$ cat config.mk
export PLATFORM = sky130hd
export DESIGN_NAME = game_flow_ctrl
export DESIGN_NICKNAME = d
export VERILOG_FILES = /design/src/rtl/game_flow_ctrl.sv
export SDC_FILE = /design/constraint.sdc
export NUM_CORES = 1
export LEC_CHECK = 0
export BUFFER_PORTS_ARGS = -buffer_cell sky130_fd_sc_hd__clkbuf_2
export CORE_MARGIN = 2
export CORE_UTILIZATION = 48
export DETAILED_ROUTE_END_ITERATION = 16
export PLACE_DENSITY = 0.72
export SKIP_LAST_GASP = 1
export SYNTH_ARGS = -nofsm -noshare
export SYNTH_HDL_FRONTEND = slang
export SYNTH_SLANG_ARGS = --single-unit
$ cat constraint.sdc
create_clock -name clk -period 1.8 [get_ports clk]
set_input_delay 0.27 -clock clk [delete_from_list [all_inputs] [get_ports clk]]
set_output_delay 0.27 -clock clk [all_outputs]
set_load 0.01 [all_outputs]
$ cat src/rtl/game_flow_ctrl.sv
// -----------------------------------------------------------------------------
// game_flow_ctrl
//
// Top-level sequencer for the keyboard battleship game. It steps through the
// start screen, ship placement for each player, alternating turns, the
// shot-result screen and game over. It also keeps each player's hit count for
// the VGA screen mux.
//
// Parameters:
//   SHIP_CELLS    ship cells per player (1..31). A player who scores this
//                 many hits wins.
//   TURN_TIMEOUT  cycles allowed per turn. It is used only when the macro
//                 TURN_TIMEOUT_EN is defined.
//
// Optional feature (macro TURN_TIMEOUT_EN):
//   defined   : a turn expires after TURN_TIMEOUT cycles without a shot.
//               Play then passes to the other player and timeout pulses.
//   undefined : no turn counter is built, timeout is 0, and a turn waits
//               indefinitely.
//
// Ports:
//   clk         system clock, rising edge
//   reset       asynchronous active-low reset
//   enter       Enter key level; its rising edge is detected internally
//   place_done  pulse: the current player has finished placing ships
//   shot_valid  pulse: the active player has fired
//   shot_hit    hit flag, qualified by shot_valid
//   state       0 IDLE, 1 PLACE1, 2 PLACE2, 3 TURN, 4 RESULT, 5 OVER
//   start       high in every state except IDLE
//   player      active player (0 = P1, 1 = P2)
//   place_en    high in PLACE1 and PLACE2
//   fire_en     high in TURN
//   last_hit    hit flag of the most recent accepted shot
//   hits_p1/p2  hits scored by each player; saturate at SHIP_CELLS
//   game_over   high in OVER
//   winner      winning player; valid while game_over is high
//   timeout     one-cycle pulse when a turn expires
// -----------------------------------------------------------------------------
module game_flow_ctrl #(
  parameter int          SHIP_CELLS   = 17,
  parameter logic [31:0] TURN_TIMEOUT = 32'd500_000_000
) (
  input  logic       clk,
  input  logic       reset,
  input  logic       enter,
  input  logic       place_done,
  input  logic       shot_valid,
  input  logic       shot_hit,
  output logic [2:0] state,
  output logic       start,
  output logic       player,
  output logic       place_en,
  output logic       fire_en,
  output logic       last_hit,
  output logic [4:0] hits_p1,
  output logic [4:0] hits_p2,
  output logic       game_over,
  output logic       winner,
  output logic       timeout
);

  typedef enum logic [2:0] {
    IDLE   = 3'd0,
    PLACE1 = 3'd1,
    PLACE2 = 3'd2,
    TURN   = 3'd3,
    RESULT = 3'd4,
    OVER   = 3'd5
  } state_t;

  localparam logic [4:0] SHIP_MAX = 5'(SHIP_CELLS);

  state_t          state_q, state_d;
  logic            player_q, player_d;
  logic            last_hit_q, last_hit_d;
  logic            winner_q, winner_d;
  logic [1:0][4:0] hits_q, hits_d;     // indexed by player
  logic            enter_q;
  logic            enter_rise;         // registered edge pulse
  logic            turn_expire;

  // The edge pulse is registered. An Enter press therefore acts two edges
  // after the key rises, and the keyboard input never reaches the next-state
  // logic combinationally. enter_q resets high, so a key held through reset
  // release is not taken as a press.
  always_ff @(posedge clk or negedge reset) begin
    if (!reset) begin
      enter_q    <= 1'b1;
      enter_rise <= 1'b0;
    end else begin
      // NOTE: sequential state uses non-blocking assignments. Every flop then
      // samples the values from before the edge, whatever the statement order.
      enter_q    <= enter;
      enter_rise <= enter & ~enter_q;
    end
  end

`ifdef TURN_TIMEOUT_EN
  logic [31:0] turn_cnt_q, turn_cnt_d;
  logic        timeout_q;

  // A shot on the expiry cycle wins, so expiry is qualified by ~shot_valid.
  assign turn_expire = (state_q == TURN) && !shot_valid &&
                       (turn_cnt_q == TURN_TIMEOUT - 32'd1);

  // The counter is 0 outside TURN, so it is already clear on entry. It also
  // restarts when the turn passes to the other player on expiry.
  always_comb begin
    turn_cnt_d = '0;
    if (state_q == TURN && !turn_expire) turn_cnt_d = turn_cnt_q + 32'd1;
  end

  always_ff @(posedge clk or negedge reset) begin
    if (!reset) begin
      turn_cnt_q <= '0;
      timeout_q  <= 1'b0;
    end else begin
      turn_cnt_q <= turn_cnt_d;
      timeout_q  <= turn_expire;
    end
  end

  assign timeout = timeout_q;
`else
  assign turn_expire = 1'b0;
  assign timeout     = 1'b0;
`endif

  always_comb begin
    // NOTE: every variable driven here gets a default first. Each path through
    // the case then assigns it, and no latch is inferred.
    state_d    = state_q;
    player_d   = player_q;
    last_hit_d = last_hit_q;
    winner_d   = winner_q;
    hits_d     = hits_q;

    unique case (state_q)
      IDLE: begin
        if (enter_rise) begin
          state_d  = PLACE1;
          player_d = 1'b0;
        end
      end
      PLACE1: begin
        if (place_done) begin
          state_d  = PLACE2;
          player_d = 1'b1;
        end
      end
      PLACE2: begin
        if (place_done) begin
          state_d  = TURN;
          player_d = 1'b0;
        end
      end
      TURN: begin
        if (shot_valid) begin
          last_hit_d = shot_hit;
          if (shot_hit && hits_q[player_q] < SHIP_MAX)
            hits_d[player_q] = hits_q[player_q] + 5'd1;
          state_d = RESULT;
        end else if (turn_expire) begin
          player_d = ~player_q;
        end
      end
      RESULT: begin
        if (enter_rise) begin
          if (hits_q[player_q] == SHIP_MAX) begin
            state_d  = OVER;
            winner_d = player_q;
          end else begin
            state_d  = TURN;
            player_d = ~player_q;
          end
        end
      end
      OVER: begin
        if (enter_rise) begin
          state_d    = IDLE;
          player_d   = 1'b0;
          last_hit_d = 1'b0;
          winner_d   = 1'b0;
          hits_d     = '0;
        end
      end
      default: state_d = IDLE;   // encodings 6 and 7 recover to the start screen
    endcase
  end

  always_ff @(posedge clk or negedge reset) begin
    if (!reset) begin
      state_q    <= IDLE;
      player_q   <= 1'b0;
      last_hit_q <= 1'b0;
      winner_q   <= 1'b0;
      hits_q     <= '0;
    end else begin
      state_q    <= state_d;
      player_q   <= player_d;
      last_hit_q <= last_hit_d;
      winner_q   <= winner_d;
      hits_q     <= hits_d;
    end
  end

  assign state     = state_q;
  assign start     = (state_q != IDLE);
  assign player    = player_q;
  assign place_en  = (state_q == PLACE1) || (state_q == PLACE2);
  assign fire_en   = (state_q == TURN);
  assign last_hit  = last_hit_q;
  assign hits_p1   = hits_q[0];
  assign hits_p2   = hits_q[1];
  assign game_over = (state_q == OVER);
  assign winner    = winner_q;

endmodule
==> results of run 1 <==
## worst max-delay path: cells and delay by family, from the launching register on
kind,cells,cell delay (ns)
AO/OA/AOI/OAI,3,0.63
flip-flops,1,0.48
buffers and inverters,1,0.17
AND/OR/NAND/NOR,2,0.42
## stage by stage
| stage | cell area (sq um) | TNS [ns] | power, mW | std cells | hold slack [ns] |
|---|---|---|---|---|---|
| CTS | 1390 | 0 | 2.000 | 192 | 0.03923 |
| global placement | 1348 | 0 | 1.745 | 187 | 0.2440 |
| global route | 1478 | -0.5366 | 2.334 | 194 | 0.03623 |
| floorplan | 1156 | 0 | 1.436 | 128 | -0.02559 |
| detailed placement | 1348 | -0.2994 | 1.768 | 187 | 0.2391 |
| finish | 1478 | 0 | 2.158 | 194 | 0.04576 |
## timing repair
action,4_1_cts,5_1_grt
buffers inserted,0,2
gates resized for setup,2,22
setup endpoints to repair,10,14
hold endpoints to repair,17,0
pin swaps,0,2
hold buffers,1,0
gates cloned,0,0
## logic make-up (layout without fill, tap and decap cells)
logic type,count (synthesis),count (layout),share of synthesized area [%]
and+or+nand+nor,34,34,16.88
DFF,18,18,39.07
xor gates and xnor gates,1,1,0.7577
muxes,5,5,4.437
buffers and inverters,16,54,8.982
other,1,1,0.3244
adders and majority gates,2,2,2.164
AOI/OAI and AO/OA,51,51,27.38
## synth_stat cells, drive strengths merged (2+ instances only)
master | n | area share (%)
nand2 | 6 | 1.9
o22a | 2 | 1.5
nor3 | 5 | 2.6
a31o | 2 | 1.5
dfrtp | 17 | 37
inv | 7 | 2.3
nor2b | 3 | 1.6
nor3b | 3 | 2.4
o31ai | 5 | 3.2
a31oi | 3 | 1.6
nor2 | 6 | 1.9
buf | 6 | 5.6
o21ai | 22 | 9.5
o21a | 2 | 1.3
nand2b | 4 | 2.2
nand3 | 3 | 1.3
clkbuf | 2 | 0.76
mux2i | 4 | 3.5
nand3b | 2 | 1.3
a21oi | 9 | 3.9
ha | 2 | 2.2
## worst min path at each step
stage                             to  slack, ns  depth (start not counted)
final                        enter_q       0.05                          1
after global routing         enter_q       0.04                          1
after CTS                    enter_q       0.04                          1
after detailed placement    state[1]       0.24                          1
after global placement      state[0]       0.24                          1
after floorplan           enter_rise      -0.03                          0
## state kept, by name, indices dropped and copies added (netlist names)
register / flops
player: 1
last_hit: 1
winner: 1
hits_p2: 5
state: 3
enter_rise: 1
enter_q: 1
hits_p1: 5
## report_power, final
part	total, mW	internal [mW]	switching (mW)
Clock	0.222	0.0865	0.136
Sequential	0.658	0.508	0.149
Combinational	1.28	0.587	0.691
Total	2.16	1.18	0.976
## layout by cell type, fill, tap and decap left out, drive strengths merged, types with 2 or more instances in the layout
cell	count
a21oi	9
nand3	3
nand2	6
mux2i	4
inv	8
buf	16
nand3b	2
clkbuf	29
a31oi	3
nor3b	3
o21ai	22
dfrtp	17
nor2b	3
ha	2
o31ai	5
nor3	5
nor2	6
nand2b	4
o22a	2
a31o	2
o21a	2
## per-layer routing
layer | GRT usage (%) | up-vias | wire length (microns)
met2 | 32.50 | 47 | 1364
met3 | 3.672 | 8 | 171
met4 | 10.68 | 0 | 80
li1 | - | 543 | -
met1 | 31.74 | 511 | 1339
met5 | 0 | - | 0
## cell type report
cell class	count	area, sq um	area share (%)
inverters	8	30.03	2.032
flip-flops and latches	18	452.9	30.65
multi-input cells	94	670.6	45.39
clock buffers	4	26.28	1.778
well taps	28	35.03	2.371
repair buffers	42	262.8	17.78
==> metrics.csv, run 1 <==
metric,value,unit
outcome,finished clean,
GR Overflow Total,0,
cells along the critical path,buf_4 > nor3_2 > o22a_1 > o221ai_4 > nand2b_4 > o31ai_1,
antenna violations before repair,0,
first drt pass iteration count,4,
Hold WC Path Type,in2reg,
Peak Freq,556.7,MHz
cts bufs inserted,3,
min-delay src,enter,
R2R setup slack,0.004,ns
cell row count,17,
layout cells sized above 1,37.95,%
Mapped Cells,128,
final worst clock skew,0.008500,ns
Async SR Flop Fraction,100.0,%
height of the die,53.08,microns
synthesis-to-finish area growth,27.81,%
first-pass GRT wire length,4498,microns
die width,53.08,microns
syn_area_per_cell,9.032,sq um
final wirelength,2955,microns
syn_nets,136,
largest net degree at the start of global routing,19,
die area,2817,sq um
Worst setup EP type,flop,
Pleak,0.6846,nW
sequential share of the synthesized area,39.07,%
clk slew on worst S/H paths,0.11,ns
GRT Overall Usage,22.28,%
CTS sink count,18,
final setup vio count,0,
Worst Path Max Fanout,6,
number of max-cap violations,0,
vias in the first global route,968,
Crit. Startpoint,player,
post-route ant nets,0,
Fill cells,199,
Core ar.,2255,sq um
cell area after synthesis,1156,sq um
Final Core Density,65.54,%
# diodes,0,
Worst Path Required,2.01,ns
drt wl/cell,15.23,microns
1st-iter DRT viols,32,
YS warnings,0,
relative slew slack,63.55,%
Max Slew Vio Count,0,
Crit-path slowest cell,dfrtp_2,
"slowest stage delay, CP",0.48,ns
"Clk Latency, worst-skew pair",0.31,ns
Root Buffer Master,clkbuf_4,
final worst path period need,1.796,ns
PwrDens,1461,nW/um^2
"FF+latch count, synth",18,
Worst Path Arrival,2.01,ns
CP Launch Type,flop,
nets@finish,175,
DP Worst Slack,-0.08436,ns
PortBufs,25,
H-tree lvl count,1,
kind of critical path,reg2reg,
Starting Density,51.28,%
"EDFF count, synth",0,
vias per cell,5.716,
CTS max path bufs,2,
r2r endpoint,hits_p2[3],
Final period util,99.79,%
end point of the critical path,hits_p2[3],
FF-to-FF path depth,6,
Final GP Congestion,0.8797,
unrepaired setup endpoints after global routing,true,
top_reg_cell synth,dfrtp_1,
TritonCTS clock tree,done,
Final Hold Fails,0,
Reg2Reg Launch Point,player,
DR vias,1109,
detailed-placement wirelength estimate,2048,microns
maximum VDD drop,829.6,uV
DRC violations left,0,
library cells used by synthesis,40,
Ports,27,
worst-margin pin slew,0.5450,ns
fin worst setup slack,0.003730,ns
Note: power is estimated with default switching activity, not from simulation.
==> run 2, diff against run 1 <==
==> constraint.sdc (replaced) <==
create_clock -name clk -period 2.3 [get_ports clk]
set_input_delay 0.345 -clock clk [delete_from_list [all_inputs] [get_ports clk]]
set_output_delay 0.345 -clock clk [all_outputs]
set_load 0.01 [all_outputs]
==> metrics.csv, run 2 (synthesis results as in run 1) <==
metric,value,unit
outcome,finished clean,
number of max-cap violations,0,
1st-iter DRT viols,23,
Final Core Density,57.44,%
Crit-path slowest cell,dfrtp_2,
PortBufs,25,
first drt pass iteration count,4,
CTS max path bufs,2,
"commonest cells after routing, fill and taps aside","clkbuf_2 (25), o21ai_0 (20), dfrtp_1 (16), a21oi_1 (9), inv_1 (7)",
largest net degree at the start of global routing,19,
drt wl/cell,14.27,microns
power consumption,1.456,mW
synthesis-to-finish area growth,12.01,%
antenna violations before repair,0,
Final Hold Fails,0,
die width,53.08,microns
routed wl met2,1140,microns
Final period util,87.18,%
fin worst setup slack,0.2949,ns
highest routing layer actually used,met4,
Worst Path Max Fanout,17,
Post-CTS Setup Bufs,0,
Worst Path Required,2.49,ns
FF-to-FF path depth,6,
Placed Area,1257,sq um
unrepaired setup endpoints after global routing,false,
Finished Cell Area,1295,sq um
DR vias,1050,
Max Slew Vio Count,0,
DRC violations left,0,
Worst Path Arrival,2.20,ns
DP Worst Slack,0.2343,ns
family with the most delay on the worst path,flip-flops,
vias in the first global route,954,
Starting Density,51.28,%
final worst path period need,2.005,ns
Pleak,0.5789,nW
CP Launch Type,flop,
worst-margin pin slew,0.5972,ns
cell row count,17,
first-pass GRT wire length,4402,microns
"Clk Latency, worst-skew pair",0.30,ns
Core ar.,2255,sq um
H-tree lvl count,1,
Ports,27,
post-route ant nets,0,
"slowest stage delay, CP",0.56,ns
Hold WC Path Type,in2reg,
maximum VDD drop,575.8,uV
setup TNS,0,ns
Hold Path Depth,1,
PwrDens,1124,nW/um^2
WL met3,153,microns
kind of critical path,reg2reg,
Worst setup EP type,flop,
GR Overflow Total,0,
# diodes,0,
Peak Freq,498.7,MHz
"commonest non-fill, non-tap cell in the layout",clkbuf_2,
wire length on met1,1253,microns
nets@finish,161,
clk slew on worst S/H paths,0.10,ns
TritonCTS clock tree,done,
die area,2817,sq um
cells along the critical path,mux2i_1 > ha_1 > o211ai_1 > nor3_2 > o21ai_0 > a32o_1,
vias per cell,5.833,
CTS sink count,18,
Critical Path Stages,6,
CP bufs+invs,0,
final worst clock skew,0.008241,ns
final setup vio count,0,
Final GP Congestion,0.8944,
final wirelength,2569,microns
GRT Overall Usage,21.16,%
relative slew slack,60.06,%
layout cells sized above 1,25.66,%
cts bufs inserted,3,
detailed-placement wirelength estimate,1868,microns
Root Buffer Master,clkbuf_4,
height of the die,53.08,microns
run 2: metrics by stage:
stage	std cells	hold slack (ns)
3_5_place_dp	175	0.3133
4_1_cts	180	0.1245
2_1_floorplan	128	0.04941
6_report	180	0.1254
5_1_grt	180	0.1185
3_3_place_gp	175	0.3111
run 2: worst paths after layout:
check	slack [ns]	endpoint	startpoint
hold / removal	0.13	enter_q	enter
setup / recovery	0.29	winner	player
setup reg to reg	0.29	winner	player
min in group asynchronous	0.50	state[1]	reset
hold reg to reg	0.50	enter_rise	enter_q
max in group asynchronous	1.45	enter_q	reset
run 2: metal layers:
metal	track usage, %	vias up
met5	0	-
met4	8.547	0
met3	2.542	3
met2	30.42	43
met1	31.90	492
li1	-	512
run 2: timing repair:
item,CTS,global route
endpoints found under the hold margin,17,0
resized for setup,0,1
hold buffers,1,0
setup endpoints to repair,0,1
run 2: area by class of cell:
type | count | area [sq um]
multi-input cells | 94 | 600.6
repair buffers | 28 | 150.1
inverters | 8 | 30.03
clock buffers | 4 | 26.28
well taps | 28 | 35.03
fillers | 219 | 959.7
flip-flops and latches | 18 | 452.9
run 2: power by group:
part           leakage, nW  internal, mW  total [mW]  switching (mW)
Clock               0.0150        0.0677       0.169           0.101
Combinational        0.329         0.319       0.744           0.425
Sequential           0.235         0.397       0.543           0.146
